## config.mk

```make
export PLATFORM = sky130hd
export DESIGN_NAME = uart_receiver_flat
export DESIGN_NICKNAME = d
export VERILOG_FILES = /design/src/rtl/uart_receiver_if.sv /design/src/rtl/uart_receiver.sv /design/src/flat_wrapper.sv
export SDC_FILE = /design/constraint.sdc
export NUM_CORES = 1
export LEC_CHECK = 0
export BUFFER_PORTS_ARGS = -buffer_cell sky130_fd_sc_hd__clkbuf_2
export CAP_MARGIN = 20
export CORE_ASPECT_RATIO = 1.4
export CORE_MARGIN = 2
export CORE_UTILIZATION = 40
export CTS_CLUSTER_DIAMETER = 150
export DETAILED_ROUTE_END_ITERATION = 7
export SKIP_CTS_REPAIR_TIMING = 1
export SYNTH_ARGS = -nofsm -noshare
export SYNTH_HDL_FRONTEND = slang
export SYNTH_SLANG_ARGS = --single-unit
export TNS_END_PERCENT = 1
```

## constraint.sdc

```tcl
create_clock -name clk -period 1.8 [get_ports clk]
set_clock_uncertainty 0.1 [all_clocks]
set_input_delay 0.36 -clock clk [delete_from_list [all_inputs] [get_ports clk]]
set_output_delay 0.36 -clock clk [all_outputs]
set_load 0.01 [all_outputs]
```

## src/rtl/uart_receiver_if.sv

```systemverilog
// Bundles the receiver's serial input and its parallel result and status outputs.
// The line/consumer side connects through master and the receiver through slave.
interface uart_receiver_if;
   logic       RX_datain;
   logic [7:0] RX_DATA;
   logic       RX_valid;
   logic       parity_error;
   logic       framing_error;
   logic       RX_busy;

   modport master (
      output RX_datain,
      input  RX_DATA, RX_valid, parity_error, framing_error, RX_busy
   );

   modport slave (
      input  RX_datain,
      output RX_DATA, RX_valid, parity_error, framing_error, RX_busy
   );
endinterface

```

## src/rtl/uart_receiver.sv

```systemverilog
// UART receiver: 8 data bits, even parity, 1 stop bit, bits sampled at mid-bit.
// Result and error flags are registered one cycle after the stop-bit sample.
//
// state     | meaning
// IDLE      | line idle, waiting for rxs low
// START     | timing half a bit to confirm the start bit
// DATA      | sampling 8 data bits, LSB first
// PARITY    | sampling the parity bit
// STOP      | sampling the stop bit
// WAIT_IDLE | stop bit was low (break), waiting for the line to go high
module uart_receiver #(
   parameter int CLKS_PER_BIT = 16
) (
   input logic            clk,
   input logic            reset,
   uart_receiver_if.slave bus
);
   localparam int CW = $clog2(CLKS_PER_BIT);
   localparam logic [CW-1:0] HALF = CW'(CLKS_PER_BIT / 2 - 1);
   localparam logic [CW-1:0] FULL = CW'(CLKS_PER_BIT - 1);

   typedef enum logic [2:0] {IDLE, START, DATA, PARITY, STOP, WAIT_IDLE} state_t;

   state_t        state, state_nxt;
   logic          rx_meta, rxs;
   logic [CW-1:0] cnt;
   logic [2:0]    bit_idx;
   logic [7:0]    shift;
   logic          parity_bit;
   logic          stop_bit;
   logic          done;
   logic          sample_pt;

   always_ff @(posedge clk or negedge reset) begin
      if (!reset) begin
         rx_meta <= 1'b1;
         rxs     <= 1'b1;
      end else begin
         rx_meta <= bus.RX_datain;
         rxs     <= rx_meta;
      end
   end

   always_ff @(posedge clk or negedge reset) begin
      if (!reset) state <= IDLE;
      else        state <= state_nxt;
   end

   always_comb begin
      state_nxt = state;
      sample_pt = 1'b0;
      case (state)
         IDLE: begin
            if (!rxs) state_nxt = START;
         end
         START: begin
            sample_pt = (cnt == HALF);
            if (sample_pt) state_nxt = rxs ? IDLE : DATA;
         end
         DATA: begin
            sample_pt = (cnt == FULL);
            if (sample_pt && bit_idx == 3'd7) state_nxt = PARITY;
         end
         PARITY: begin
            sample_pt = (cnt == FULL);
            if (sample_pt) state_nxt = STOP;
         end
         STOP: begin
            sample_pt = (cnt == FULL);
            if (sample_pt) state_nxt = rxs ? IDLE : WAIT_IDLE;
         end
         WAIT_IDLE: begin
            if (rxs) state_nxt = IDLE;
         end
         default: state_nxt = IDLE;
      endcase
   end

   // Counter sits at 0 while idle so the START half-bit is timed from T0.
   always_ff @(posedge clk or negedge reset) begin
      if (!reset) begin
         cnt <= '0;
      end else if (state == IDLE || state == WAIT_IDLE || sample_pt) begin
         cnt <= '0;
      end else begin
         cnt <= cnt + 1'b1;
      end
   end

   always_ff @(posedge clk or negedge reset) begin
      if (!reset) begin
         bit_idx    <= 3'd0;
         shift      <= 8'h00;
         parity_bit <= 1'b0;
         stop_bit   <= 1'b1;
         done       <= 1'b0;
      end else begin
         done <= 1'b0;
         if (state == START) bit_idx <= 3'd0;
         if (state == DATA && sample_pt) begin
            shift[bit_idx] <= rxs;
            bit_idx        <= bit_idx + 3'd1;
         end
         if (state == PARITY && sample_pt) parity_bit <= rxs;
         if (state == STOP && sample_pt) begin
            stop_bit <= rxs;
            done     <= 1'b1;
         end
      end
   end

   always_ff @(posedge clk or negedge reset) begin
      if (!reset) begin
         bus.RX_DATA       <= 8'h00;
         bus.RX_valid      <= 1'b0;
         bus.parity_error  <= 1'b0;
         bus.framing_error <= 1'b0;
      end else begin
         bus.RX_valid <= done;
         if (done) begin
            bus.RX_DATA       <= shift;
            bus.parity_error  <= parity_bit ^ (^shift);
            bus.framing_error <= ~stop_bit;
         end
      end
   end

   assign bus.RX_busy = (state != IDLE);
endmodule

```

## src/flat_wrapper.sv

```systemverilog
// flat-port wrapper written by rule: the top's interface ports become plain ports
module uart_receiver_flat 
#(
   parameter int CLKS_PER_BIT = 16
)
  (clk, reset, bus_RX_datain, bus_RX_DATA, bus_RX_valid, bus_parity_error, bus_framing_error, bus_RX_busy);
  uart_receiver_if bus_i ();
  input logic clk;
  input logic reset;
  input wire logic [$bits(bus_i.RX_datain)-1:0] bus_RX_datain;
  output wire logic [$bits(bus_i.RX_DATA)-1:0] bus_RX_DATA;
  output wire logic [$bits(bus_i.RX_valid)-1:0] bus_RX_valid;
  output wire logic [$bits(bus_i.parity_error)-1:0] bus_parity_error;
  output wire logic [$bits(bus_i.framing_error)-1:0] bus_framing_error;
  output wire logic [$bits(bus_i.RX_busy)-1:0] bus_RX_busy;
  assign bus_i.RX_datain = bus_RX_datain;
  assign bus_RX_DATA = bus_i.RX_DATA;
  assign bus_RX_valid = bus_i.RX_valid;
  assign bus_parity_error = bus_i.parity_error;
  assign bus_framing_error = bus_i.framing_error;
  assign bus_RX_busy = bus_i.RX_busy;
  uart_receiver #(.CLKS_PER_BIT(CLKS_PER_BIT)) u_core (.clk(clk), .reset(reset), .bus(bus_i));
endmodule
```

# Yosys cells after proc, flatten, opt, wreduce, memory -nomap -nowiden
# Index checks and enable logic that the tools add are counted.
# totals
reg_bits	34
input_bits	3
out_inout_bits	12
elab_cells	63
# classes
add_sub_neg	2
order_cmp	2
n_eq_ne	14
mux	17
n_bitwise	2
n_reduce_logical	13
# ops
cell	n
$mux 3	9
$pmux 3 s6	1
$ne 2x1->1 const B	5
$eq 3x3->1 const B	3
$bwmux 8	1
$reduce_xor 8->1	1
$eq 3x2->1 const B	2
$reduce_and 6->1	1
$logic_and 1x1->1	5
$add 4x1->4 const B	1
$eq 4x3->1 const B	1
$eq 4x4->1 const B	1
$lt 3x4->1 const B	1
$mux 4	1
$add 3x1->3 const B	1
$demux 1 s3	1
$eq 3x1->1 const B	1
$ge 3x1->1 const B	1
$logic_not 3->1	1
$reduce_bool 3->1	1
$reduce_or 3->1	1
$logic_or 1x1->1	2
$mux 1	2
$mux 2	1
other kinds (5)	5

# Logic depth before layout (Yosys ltp)
# depth
depth_word	5
ltp_mapped	6

# Worst setup path after synthesis
# No wires, ideal clock.
# synth_timing
path_kind	register to register
start	register u_core.cnt[0]
end	register u_core.shift[6]
setup_time_ns	0.127
arrival_time_ns	1.440
t_required_ns	1.573
setup_slack_ns	0.133
stages_incl_launch_ff	6
n_path_buf	0
period_less_slack_ns	1.667
path_cell_list	dfrtp_1 -> ha_1 -> nand3_4 -> nor4_4 -> nand3_1 -> mux2_1
# synth_via
elab_chain_cells	3
word_cells_on_any_way	4
cone_classes	eq/ne: 2; mux: 1; reduce/logical: 1
# synth_lines
item	line	text
start: declaration	uart_receiver.sv:26	logic [CW-1:0] cnt;
start signal: assignment	uart_receiver.sv:86	cnt <= cnt + 1'b1;
$eq 4x4->1 / $eq 4x3->1 (equally long branches)	n/a	
$pmux 1 s2 (*)	uart_receiver.sv:52	case (state)
$logic_and 1x1->1 (*)	uart_receiver.sv:100	if (state == DATA && sample_pt) begin
end signal: indexed assignment	uart_receiver.sv:101	shift[bit_idx] <= rxs;
end: declaration	uart_receiver.sv:28	logic [7:0] shift;
# Every way passes the cells marked *; elsewhere a longest branch is shown, timed or not.
# A chain may end at the register's enable or synchronous reset.

# Worst setup path in the final report
# layout_timing
start	register u_core.state[1]
end	output bus_RX_busy
# layout_via
elab_chain_cells	1
# layout_lines
item	line	text
start: declaration	uart_receiver.sv:24	state_t state, state_nxt;
start signal: assignment	uart_receiver.sv:46	else state <= state_nxt;
$reduce_bool 3->1	uart_receiver.sv:128	assign bus.RX_busy = (state != IDLE);
end: declaration	flat_wrapper.sv:15	output wire logic [$bits(bus_i.RX_busy)-1:0] bus_RX_busy;
# Every way passes these cells.

==> results.yml <==
run_status:
  outcome: "finished, final reports clean"
final_layout:
  post_route_cells_drive_above_1_share_pct: 37.16
  post-route-cell-area_um2: 1852
  most-common-layout-cells: "30 x dfrtp_1, 18 x mux2_2, 14 x clkbuf_2"
  n_antenna_cell: 0
  utilization_pct: 47.67
  nNetsFinal: 153
  flow.area_growth_from_synthesis_pct: 15.09
  final_common_cell: "dfrtp_1"
placed_design:
  gp_routability_congestion: 0.7669
  numPortBuffers: 14
  dp_hpwl_um: 2027
  detailed_place.area_um2: 1750
timing:
  finalMaxSlewViolations: 0
  finalHoldViolations: 0
  timing.fmax_mhz: 567.3
  rsz_0062_raised_after_global_routing: "yes"
  finalWorstPathRequiredPeriod_ps: 1763
  worstMarginPinSlew_ps: 473.6
  final_setup_violating_endpoints: 0
  min_period_over_period_pct: 97.94
  max_slew_margin_pct: 68.43
yosys:
  synth_nets: 134
  synth_area_um2: 1609
  asyncSetResetFlopFracSynth_pct: 100.0
  yosys_warnings: 0
  syn_area_per_cell_um2: 12.57
  yosys.area.top_type: "dfrtp_1"
  synth_edf_count: 0
  synth_seq_area_share_pct: 53.11
  synthFlopType: "dfrtp_1"
  synthesis.instances: 128
  synth_top_area_share_pct: 48.21
  synth.distinct_cells: 38
  yosys_register_bits: 34
  synth.top_cells.by_area: "dfrtp_1 48%, mux2_2 13%, dfstp_2 4.9%"
power_and_ir_drop:
  clk_pwr_share_pct: 26.5
  seq_power_share_pct: 47.7
  power_density_nw_per_um2: 1076
  vdd_drop_max_uv: 605.7
  switchingPower_uw: 629.8
  internal_power_uw: 1362
  p_leak_uw: 0.0008698
  combPwrFrac_pct: 25.8
  fraction_of_power_spent_switching_nets_pct: 31.62
  post-layout-total-power_uw: 1992
floorplan:
  top_level_ports: 15
  core_rows: 27
  start_util_pct: 41.42
  die_w_um: 57.61
  floorplan.core_area_um2: 3885
  die-height_um: 79.05
  die-area_um2: 4553
global_routing:
  grt_use_total_pct: 14.12
  antenna_found_initial: 0
  vias_in_the_first_global_route: 1064
  grt_max_degree: 19
  globalRoute.busiestLayer: "met2"
  global_route_wire_length_before_repair_um: 4802
  grt.met1_usage_pct: 14.70
  groute.layer.met3.usage_pct: 4.235
  globalRouteMet2Util_pct: 24.09
  globalRoute.totalOverflow: 0
drt:
  detailedRoute.firstIterationViolations: 6
  drtAntennaViolNets: 0
  detailedRoute.firstPassIterationCount: 4
  drt-vias-per-instance: 5.445
  overall_via_count_from_detail_route: 1040
  drt-total-wl_um: 2727
  remaining_drc_errors: 0
  post_drt_wl_per_cell_um: 14.28
run:
  drv.max_cap_violation_count: 0
clock_network:
  cts_buffers: 5
  tritoncts_num_sinks: 34
  tritoncts: "built"
  clk_pin_slew_worst_paths_ps: 60
  clock-root-buffer: "clkbuf_8"
  cts_max_path_buffers: 2
  h-tree-depth: 2
  insertion_delay_ps: 280
setup_path:
  critical_path.startpoint_type: "flip-flop"
  critPathKind: "flip-flop to primary output"
  worst_ep_required_time_ps: 1340
  critical_path_peak_fanout: 6
  setup.worst_path.end_class: "primary output"
  arrival_time_worst_endpoint_ps: 1300
hold_path:
  type_of_the_most_critical_hold_path: "primary input to flip-flop"
[cell type report]
class	instances	area, um^2
well taps	43	53.80
inverters	3	11.26
flip-flops and latches	34	855.8
clock buffers	8	80.08
multi-input cells	83	720.7
fillers	359	2033
repair buffers	20	130.1
[registers in the layout (all words and copies together) (netlist names)]
register                  count
u_core.bus.RX_DATA            8
u_core.bit_idx                3
u_core.done                   1
u_core.rxs                    1
u_core.stop_bit               1
u_core.shift                  8
u_core.bus.framing_error      1
u_core.state                  3
u_core.bus.parity_error       1
u_core.rx_meta                1
u_core.bus.RX_valid           1
u_core.parity_bit             1
u_core.cnt                    4
[synthesized netlist by cell type, types with 3 or more instances]
cell type	count
dfstp_2	3
xnor2_1	6
dfrtp_1	31
o21ai_0	3
o2bb2ai_1	3
ha_1	3
inv_1	3
clkbuf_1	6
nand3_1	4
nor2_1	8
nand2_1	5
mux2_2	18
[per-stage QoR]
stage | std cells | TNS, ps | setup slack [ps] | hold slack, ps
4_1_cts | 190 | -16.12 | -16.12 | -67.70
5_1_grt | 191 | -3.428 | -3.428 | 45.04
3_3_place_gp | 182 | 0 | 65.72 | 239.0
6_report | 191 | 0 | 37.15 | 55.14
3_5_place_dp | 182 | -21.65 | -21.65 | 239.5
2_1_floorplan | 128 | 0 | 132.7 | -35.59
[worst paths after layout]
check                                 from                 endpoint  slack [ps]  depth (start not counted)
min                          bus_RX_datain           u_core.rx_meta          60                          1
min in group asynchronous            reset  u_core.bus.parity_error         460                          2
max                        u_core.state[1]              bus_RX_busy          40                          3
max in group asynchronous            reset          u_core.stop_bit         610                          3
min reg2reg                 u_core.rx_meta               u_core.rxs         260                          0
max reg2reg                  u_core.cnt[0]          u_core.shift[6]          90                          5
[layer usage]
layer	part of all wire, %	vias to the layer above
met4	2.5	0
met3	3.3	6
met5	0	-
li1	-	494
met2	53	14
met1	41	526
[power by group through the flow]
stage,clock network (uW),logic (uW),registers (uW)
finish,528,514,950
floorplan,0,378,934
global route,586,576,963
global placement,0,484,952
CTS,546,513,946
detailed placement,0,510,960
[kinds of logic (layout without fill, tap and decap cells)]
kind of cell / count (synthesis) / after routing / synth area share [%]
adder cells (fa/ha/maj): 3 / 3 / 2.333
flip-flops: 34 / 34 / 53.11
AND/OR/NAND/NOR: 36 / 36 / 14.78
AO/OA/AOI/OAI: 14 / 14 / 6.766
multiplexers: 21 / 21 / 14.54
buffers and inverters: 11 / 31 / 2.721
XOR/XNOR: 9 / 9 / 5.754
[worst max-delay path, stage by stage (launching register included)]
cell and delay [ps]:
dfrtp_1 380, buf_4 160, or3_1 340, clkbuf_2 140
Power figures use the tool's default switching activity.
